**config.mk**
```make
export PLATFORM = sky130hd
export DESIGN_NAME = maria_line_ram
export DESIGN_NICKNAME = d
export VERILOG_FILES = /design/src/rtl/maria_line_ram.sv
export SDC_FILE = /design/constraint.sdc
export NUM_CORES = 2
export LEC_CHECK = 0
export ABC_AREA = 1
export CAP_MARGIN = 15
export CORE_AREA = 3 3 421 339
export DETAILED_ROUTE_END_ITERATION = 16
export DIE_AREA = 0 0 424 342
export HOLD_SLACK_MARGIN = 0.12
export PLACE_DENSITY = 0.64
export SLEW_MARGIN = 20
export SYNTH_ARGS = -nofsm -noshare
export SYNTH_HDL_FRONTEND = slang
export SYNTH_SLANG_ARGS = --single-unit
```
**constraint.sdc**
```tcl
create_clock -name clk_sys -period 17.2 [get_ports clk_sys]
set_clock_uncertainty 0.15 [all_clocks]
set_input_delay 2.58 -clock clk_sys [delete_from_list [all_inputs] [get_ports clk_sys]]
set_output_delay 2.58 -clock clk_sys [all_outputs]
set_load 0.1 [all_outputs]
```
**src/rtl/maria_line_ram.sv**
```systemverilog
// Maria double-buffered line RAM: byte queue, pixel serializer, read-and-clear port.
// Optional MARIA_KANGAROO_EN: kangaroo mode writes colour-00 pixels instead of skipping them.
module maria_line_ram #(
  parameter int LINE_W = 160,
  parameter int QDEPTH = 2
) (
  input  logic       clk_sys,
  input  logic       reset,
  input  logic       mclk0,
  input  logic       lrc,
  input  logic       latch_byte,
  input  logic [7:0] DataB,
  input  logic [7:0] HPOS,
  input  logic       clear_hpos,
  input  logic       WM,
  input  logic [2:0] PAL,
  input  logic       kangaroo,
  input  logic       rd_en,
  input  logic [7:0] rd_hpos,
  input  logic       rd_clear,
  output logic [4:0] rd_pixel,
  output logic       busy,
  output logic       overflow
);

  localparam int QW = (QDEPTH > 1) ? $clog2(QDEPTH) : 1;
  localparam logic [7:0] LW = 8'(LINE_W);
  localparam logic [QW:0] QD = (QW + 1)'(QDEPTH);

  typedef enum logic {S_IDLE, S_EMIT} state_t;

  state_t r_state, w_state_nx;

  logic [7:0] r_qb [QDEPTH];
  logic [7:0] r_qh [QDEPTH];
  logic [2:0] r_qpal [QDEPTH];
  logic       r_qwm [QDEPTH];
  logic       r_qld [QDEPTH];

  logic [4:0] r_ram0 [LINE_W];
  logic [4:0] r_ram1 [LINE_W];

  logic [QW-1:0] r_wptr, r_rptr, w_rptr1;
  logic [QW:0]   r_cnt;
  logic [7:0]    r_wp;
  logic [1:0]    r_pix;
  logic          r_lp, r_ovf, r_wbank, r_kang;

  logic       w_swap, w_push_req, w_full, w_push;
  logic       w_start, w_chain, w_done, w_last, w_kang;
  logic [7:0] w_hb, w_sh, w_ridx;
  logic [2:0] w_hpal, w_pal;
  logic       w_hwm;
  logic [1:0] w_col;
  logic       w_we, w_clr;
  logic       w_we0, w_we1;
  logic [7:0] w_a0, w_a1;
  logic [4:0] w_d0, w_d1, w_px, w_rdata;

  assign w_swap     = lrc & mclk0;
  assign w_push_req = latch_byte & mclk0 & ~w_swap;
  assign w_full     = (r_cnt == QD);
  assign w_push     = w_push_req & ~w_full;

  // The head entry stays queued until its last pixel is out.
  assign w_hb    = r_qb[r_rptr];
  assign w_hpal  = r_qpal[r_rptr];
  assign w_hwm   = r_qwm[r_rptr];
  assign w_rptr1 = r_rptr + 1'b1;
  assign w_last  = w_hwm ? (r_pix == 2'd1) : (r_pix == 2'd3);

  always_comb begin
    w_state_nx = r_state;
    w_start    = 1'b0;
    w_chain    = 1'b0;
    w_done     = 1'b0;
    unique case (r_state)
      S_IDLE: begin
        if (r_cnt != '0) begin
          w_state_nx = S_EMIT;
          w_start    = 1'b1;
        end
      end
      S_EMIT: begin
        if (w_last) begin
          w_done = 1'b1;
          if (r_cnt > (QW + 1)'(1)) w_chain = 1'b1;
          else w_state_nx = S_IDLE;
        end
      end
      default: w_state_nx = S_IDLE;
    endcase
  end

  assign w_sh = w_hb << {r_pix, 1'b0};

  always_comb begin
    w_col = w_sh[7:6];
    w_pal = w_hpal;
    if (w_hwm) begin
      w_col = r_pix[0] ? w_hb[1:0] : w_hb[3:2];
      w_pal = {w_hpal[2], r_pix[0] ? w_hb[5:4] : w_hb[7:6]};
    end
  end

`ifdef MARIA_KANGAROO_EN
  assign w_kang = r_kang;
`else
  assign w_kang = r_kang & kangaroo & 1'b0;
`endif

  assign w_px  = {w_pal, w_col};
  assign w_we  = (r_state == S_EMIT) & ~w_swap
               & ((w_col != 2'b00) | w_kang) & (r_wp < LW);
  assign w_ridx = (rd_hpos < LW) ? rd_hpos : 8'd0;
  assign w_clr  = rd_en & rd_clear & (rd_hpos < LW);

  assign w_we0 = r_wbank ? w_clr : w_we;
  assign w_a0  = r_wbank ? w_ridx : r_wp;
  assign w_d0  = r_wbank ? 5'd0 : w_px;
  assign w_we1 = r_wbank ? w_we : w_clr;
  assign w_a1  = r_wbank ? r_wp : w_ridx;
  assign w_d1  = r_wbank ? w_px : 5'd0;

  assign w_rdata = r_wbank ? r_ram0[w_ridx] : r_ram1[w_ridx];

  always_ff @(posedge clk_sys) begin
    if (w_we0) r_ram0[w_a0] <= w_d0;
    if (w_we1) r_ram1[w_a1] <= w_d1;
  end

  always_ff @(posedge clk_sys) begin
    if (w_push) begin
      r_qb[r_wptr]   <= DataB;
      r_qh[r_wptr]   <= HPOS;
      r_qpal[r_wptr] <= PAL;
      r_qwm[r_wptr]  <= WM;
      r_qld[r_wptr]  <= r_lp;
    end
  end

  always_ff @(posedge clk_sys) begin
    if (reset) begin
      r_state  <= S_IDLE;
      r_wptr   <= '0;
      r_rptr   <= '0;
      r_cnt    <= '0;
      r_wp     <= 8'd0;
      r_pix    <= 2'd0;
      r_lp     <= 1'b0;
      r_ovf    <= 1'b0;
      r_wbank  <= 1'b0;
      r_kang   <= 1'b0;
      rd_pixel <= 5'd0;
    end else begin
      if (rd_en) rd_pixel <= (rd_hpos < LW) ? w_rdata : 5'd0;
      if (w_swap) begin
        r_wbank <= ~r_wbank;
        r_state <= S_IDLE;
        r_wptr  <= '0;
        r_rptr  <= '0;
        r_cnt   <= '0;
        r_pix   <= 2'd0;
        r_lp    <= 1'b0;
        r_ovf   <= 1'b0;
      end else begin
        if (mclk0 & clear_hpos) r_lp <= 1'b1;
        else if (w_push_req) r_lp <= 1'b0;
        if (w_push_req & w_full) r_ovf <= 1'b1;
        if (w_push) r_wptr <= r_wptr + 1'b1;
        if (w_done) r_rptr <= w_rptr1;
        r_cnt   <= r_cnt + (QW + 1)'(w_push) - (QW + 1)'(w_done);
        r_state <= w_state_nx;
        if (w_start) begin
          r_pix  <= 2'd0;
          r_kang <= kangaroo;
          if (r_qld[r_rptr]) r_wp <= r_qh[r_rptr];
        end else if (w_chain) begin
          r_pix  <= 2'd0;
          r_kang <= kangaroo;
          r_wp   <= r_qld[w_rptr1] ? r_qh[w_rptr1] : r_wp + 8'd1;
        end else if (r_state == S_EMIT) begin
          r_pix <= r_pix + 2'd1;
          r_wp  <= r_wp + 8'd1;
        end
      end
    end
  end

  assign busy     = (r_cnt != '0) | (r_state == S_EMIT);
  assign overflow = r_ovf;

endmodule

```
# Word level (Yosys, flattened, before mapping)

Memory sizes are Yosys's and may differ from the RTL's. A register that Yosys moved wholly into a read port is not among the register bits.
Cells that the tools add are included.

Bits in registers: 23
Bits in writable memories: 1,642
Input port bits: 37
Word-level logic and storage cells: 100
Memories: 7

$add $sub $neg: 6
$lt $le $gt $ge: 3
Equality and inequality tests: 4
Shift operators: 1
Multiplexer cells: 46
Bitwise logic cells: 16
Reductions and logical operators: 7

Memory list:

| memory          | depth | bits a word | read ports | clocked after memory_dff | wr ports | line | text |
|---|---|---|---|---|---|---|---|
| r_ram0          | 160   | 5           | 1          | 0                        | 1        | 40   | `logic [4:0] r_ram0 [LINE_W];` |
| r_ram1          | 160   | 5           | 1          | 0                        | 1        | 41   | `logic [4:0] r_ram1 [LINE_W];` |
| r_qb            | 2     | 8           | 1          | 1                        | 1        | 34   | `logic [7:0] r_qb [QDEPTH];` |
| r_qh            | 2     | 8           | 2          | 1                        | 1        | 35   | `logic [7:0] r_qh [QDEPTH];` |
| r_qpal          | 2     | 3           | 1          | 1                        | 1        | 36   | `logic [2:0] r_qpal [QDEPTH];` |
| r_qld           | 2     | 1           | 2          | 1                        | 1        | 38   | `logic r_qld [QDEPTH];` |
| 1 more memories | n/a   | n/a         | n/a        | n/a                      | n/a      | n/a  |  |

Operators with widths:

| operator              | count |
|---|---|
| $mux W8               | 8 |
| $mux W1               | 29 |
| $mux W5               | 4 |
| $lt A8 B8 Y1 const B  | 2 |
| $and A1 B1 Y1         | 11 |
| $add A8 B1 Y8 const B | 1 |
| $mux W2               | 4 |
| $shl A8 B3 Y8         | 1 |
| $reduce_bool A2 Y1    | 3 |
| $eq A2 B2 Y1 const B  | 2 |
| $not A1 Y1            | 4 |
| $reduce_or A4 Y1      | 1 |
| $reduce_and A3 Y1     | 1 |
| $reduce_bool A3 Y1    | 1 |
| $add A1 B1 Y1 const B | 2 |
| $add A2 B1 Y2         | 1 |
| $add A2 B1 Y2 const B | 1 |
| $eq A2 B1 Y1 const B  | 1 |
| $gt A2 B1 Y1 const B  | 1 |
| $ne A2 B1 Y1 const B  | 1 |
| $pmux W1 S2           | 1 |
| $reduce_or A2 Y1      | 1 |
| $sub A2 B1 Y2         | 1 |
| $or A1 B1 Y1          | 1 |

# Depth between registers and ports, before layout

Depth in word-level cells: 8
Gate-level depth with buffers: 18
Depth with buffers taken out: 15

# Worst setup path before layout

OpenSTA, ideal clock, no wires.

Kind: register to register
Start: reg with a tool-made name
End: mem r_ram0[0][2], data pin
Setup time: 944 ps
Arrival time: 4,724 ps
Path slack: 11,382 ps
Cell stages (with the launch flop): 7
Buffers on the path: 2
Cell sequence: dfxtp_1 > buf_2 > buf_1 > nand2_1 > nand2_1 > a21oi_1 > nor2_1

RTL lines:

| what             | line |
|---|---|
| end: declaration | 40 |

# Worst setup path after layout

Start: in rd_hpos[6]
End: reg rd_pixel[4]

Cells in the longest elaborated chain, start to end: 5
Elaborated cells between the ends (all ways): 6

Ends and longest elaborated chain:

| what                                      | line     | text |
|---|---|---|
| start: declaration                        | 19       | `input logic [7:0] rd_hpos,` |
| $lt A8 B8 Y1                              | 115, 156 |  |
| $mux W8                                   | 115      | `assign w_ridx = (rd_hpos < LW) ? rd_hpos : 8'd0;` |
| $mem_v2 Z160 W5, on equally long branches | n/a      |  |
| $mux W5                                   | 125      | `assign w_rdata = r_wbank ? r_ram0[w_ridx] : r_ram1[w_ridx];` |
| $mux W5 *                                 | 156      | `if (rd_en) rd_pixel <= (rd_hpos < LW) ? w_rdata : 5'd0;` |
| end signal: assignment                    | 156      |  |
| end: declaration                          | 21       | `output logic [4:0] rd_pixel,` |

Every way passes the cells marked *; elsewhere a longest branch is shown, timed or not.
A chain may end at the register's enable or synchronous reset.

==> results by group <==
Detailed routing
  • Wire length per cell: 22.3 um
  • Detailed Route Iter0 Violations: 5,560
  • First-pass iteration count of the detailed router: 5
  • DRC Markers: 0
  • Aggregate routed wire length: 177,000 um
  • Via count: 45,625
  • Antenna Nets Post-Route: 0
  • Vias/cell: 5.74

Global route
  • Pin count of the biggest net entering global routing: 243
  • Grt ovf: 0
  • Vias in the first global route: 42,940
  • First-pass GRT wire length: 266,000 um
  • Antenna violations before repair: 0
  • GRT Overall Usage: 24.1%

Setup path
  • Critical path launch point: rd_hpos[6]
  • Stages on worst setup path: 18
  • Buf/Inv on CP: 5
  • CP dominant cell by count: nand2_1
  • Reg2reg path depth: 7
  • FF-to-FF Start: r_wbank
  • Largest stage delay, worst path: 900 ps
  • Critical path class: input pin to flip-flop
  • Slowest-stage cell, CP: buf_4
  • Critical Path RT: 17,770 ps
  • Crit end category: flip-flop
  • Worst path cell trace: clkdlybuf4s50_1 > o21ai_4 > nand2_8 > inv_16 > buf_4 > buf_4 > nand2_1 > nand3_1 > nand3_1 > nand3_1 > nand2_1 > nand2_1 > nand2_1 > o21ai_1 > inv_1 > nand2_1 > nand3_1 > a21oi_1
  • Worst Path Max Fanout: 242
  • Top delay family on crit path: buffers and inverters
  • Setup crit start kind: input pin
  • WP data arrival: 8490 ps

Synth
  • Area leader, netlist: edfxtp_1
  • Ys flop type: edfxtp_1
  • Leading post-synthesis cells by cell area: edfxtp_1 (71%), nand3_1 (13%), nand2_1 (8.8%)
  • Post-synth top area share: 71.2%
  • Mapped Area: 69,300 um^2
  • Seq/Total Area, Yosys: 71.9%
  • Syn Inst Count: 6,087
  • Post-synth EDFFs: 1,642
  • Post-synthesis cell type count: 42
  • Synthesized Nets: 6,127
  • Synthesized flop and latch total: 1,666
  • Top cells by count, synth: nand3_1 (1,734), edfxtp_1 (1,642), nand2_1 (1,632), nor2_1 (409), buf_2 (197)
  • Most frequent cell after synthesis: nand3_1
  • Warnings from Yosys: 0
  • Post-synth ARST share: 0%
  • Syn Area/Cell: 11.4 um^2

Clock network
  • CTS max path bufs: 3
  • Post-CTS Repair Setup Buffers: 0
  • Later-pin clock latency in the skew report: 810 ps
  • Root buf cell: clkbuf_16
  • Num CTS Buffers: 162
  • Clk sink count: 1,666
  • # hold bufs at CTS: 0
  • CTS clk-pin slew, worst paths: 60 ps
  • CTS resizes: 0
  • CTS tree: done
  • H-tree depth: 4

Floorplan
  • Row cnt: 122
  • Full die area: 145,000 um^2
  • Die Y: 342 um
  • Starting density of the core: 50.0%
  • Core Area: 139,000 um^2
  • I/O pins: 44
  • Die W: 424 um

STA
  • Least-Margin Pin Slew: 1190 ps
  • Final Critical Period: 7920 ps
  • Tcrit/Tclk final: 46.1%
  • Hold Worst Slack: 316 ps
  • Setup_tns: 0 ps
  • Unrepaired setup endpoints after global routing: false
  • Final Max Slew Viols: 0
  • Endpoints failing setup: 0
  • Fmax achieved: 0.126 GHz
  • Slew headroom: 20.4%
  • Final hold violation count: 0

Hold path
  • Worst hold stages: 2
  • Worst hold start: rd_pixel[0]
  • HP Class: flip-flop to flip-flop

Pwr
  • Peak supply drop: 0.107 mV
  • Static leakage: 26.5 nW
  • Pwr per Cell Area: 114 nW/um^2

Placed design
  • HPWL after DPL: 99,700 um
  • GPL Wtd Cong: 0.882
  • Buffers on Ports: 42

Job
  • Max-cap viol count: 0

Finish
  • Nets: 5,990
  • Synthesis-to-layout area growth: 9.80%
  • Fillers: 11,711
  • Share of layout cells above drive strength 1: 5.46%

Run status
  • Outcome: finished clean
## report_power, final
group          switching [mW]  internal (mW)  total (mW)  leakage [nW]
sequential            0.00635           4.48        4.49          15.6
clock                    1.53           2.01        3.54          2.57
combinational           0.499          0.148       0.647          8.30
total                    2.03           6.64        8.67          26.5
## cell usage in the layout, fill, tap and decap left out, types with 4 or more instances in the layout
cell type           n
clkinv_2           31
clkdlybuf4s50_1    41
a21oi_1            46
bufinv_16          15
buf_4              56
o21ai_0            26
nand3_1          1734
clkinv_8            4
dfxtp_1            24
nor2_1            397
nor3_1              6
inv_2               4
inv_1              93
nor2_4             12
nand2_4             4
edfxtp_1         1642
nand2_1          1628
diode_2             4
clkbuf_1           27
o21ai_1            16
buf_12              4
a22oi_1             4
clkbuf_16         167
clkinv_1           46
## state kept, by name (all words and copies together), names as in the netlist, 2 cells and up, named ones only
signal	cells
r_qld	2
r_qwm	2
r_ram0	800
r_wp	8
r_ram1	800
r_qpal	6
r_qh	16
r_cnt	2
r_qb	16
rd_pixel	5
r_pix	2
## cell families (layout without fill, tap and decap cells)
| family | Yosys count | after routing | synth area share (%) |
|---|---|---|---|
| buffers and inverters | 507 | 506 | 3.30 |
| multiplexers | 1 | 1 | 0.0145 |
| flip-flops | 1666 | 1666 | 71.9 |
| XOR/XNOR | 6 | 6 | 0.0759 |
| AND/OR/NAND/NOR | 3794 | 3794 | 23.8 |
| other | 0 | 4 | 0 |
| adder cells (fa/ha/maj) | 3 | 3 | 0.0542 |
| AO/OA/AOI/OAI | 110 | 110 | 0.891 |
## layout make-up
| class | instances | area, um^2 | area share, % |
|---|---|---|---|
| Multi-Input combinational cell | 3914 | 17300 | 22.8 |
| Clock inverter | 105 | 953 | 1.25 |
| Tap cell | 1860 | 2330 | 3.06 |
| Clock buffer | 195 | 4290 | 5.65 |
| Inverter | 103 | 420 | 0.553 |
| Timing Repair Buffer | 103 | 933 | 1.23 |
| Sequential cell | 1666 | 49800 | 65.5 |
| Antenna cell | 4 | 10.0 | 0.0132 |
## tightest hold or removal path, stage by stage (launching register included)
cell and delay (ps):
dfxtp_1 300, nand2_1 60, a21oi_1 60
## metal layers
metal	vias up	part of all wire, %	track usage [%]
met4	0	2.4	7.16
met3	271	9.4	4.99
met2	1960	45	36.0
met1	22105	43	35.9
met5	-	0	0
li1	21289	-	-
## through the flow
stage / util [%] / setup WS, ps / power, mW / instance area [um^2] / cells
after detailed placement: 51.1 / 8550 / 5.22 / 70800 / 7646
after CTS: 54.9 / 9400 / 8.71 / 76000 / 7946
after global routing: 54.9 / 8960 / 8.94 / 76000 / 7946
final: 54.9 / 9280 / 8.67 / 76100 / 7950
after global placement: 51.1 / 8570 / 5.21 / 70800 / 7646
after floorplan: - / 11380 / 5.00 / 69300 / 6087
## worst paths after layout
path,endpoint,slack [ps]
max,rd_pixel[4],9280
min,rd_pixel[0],320
max reg2reg,r_ram0[115][4],12190
min reg2reg,rd_pixel[0],320
Note: power is estimated with default switching activity, not from simulation.
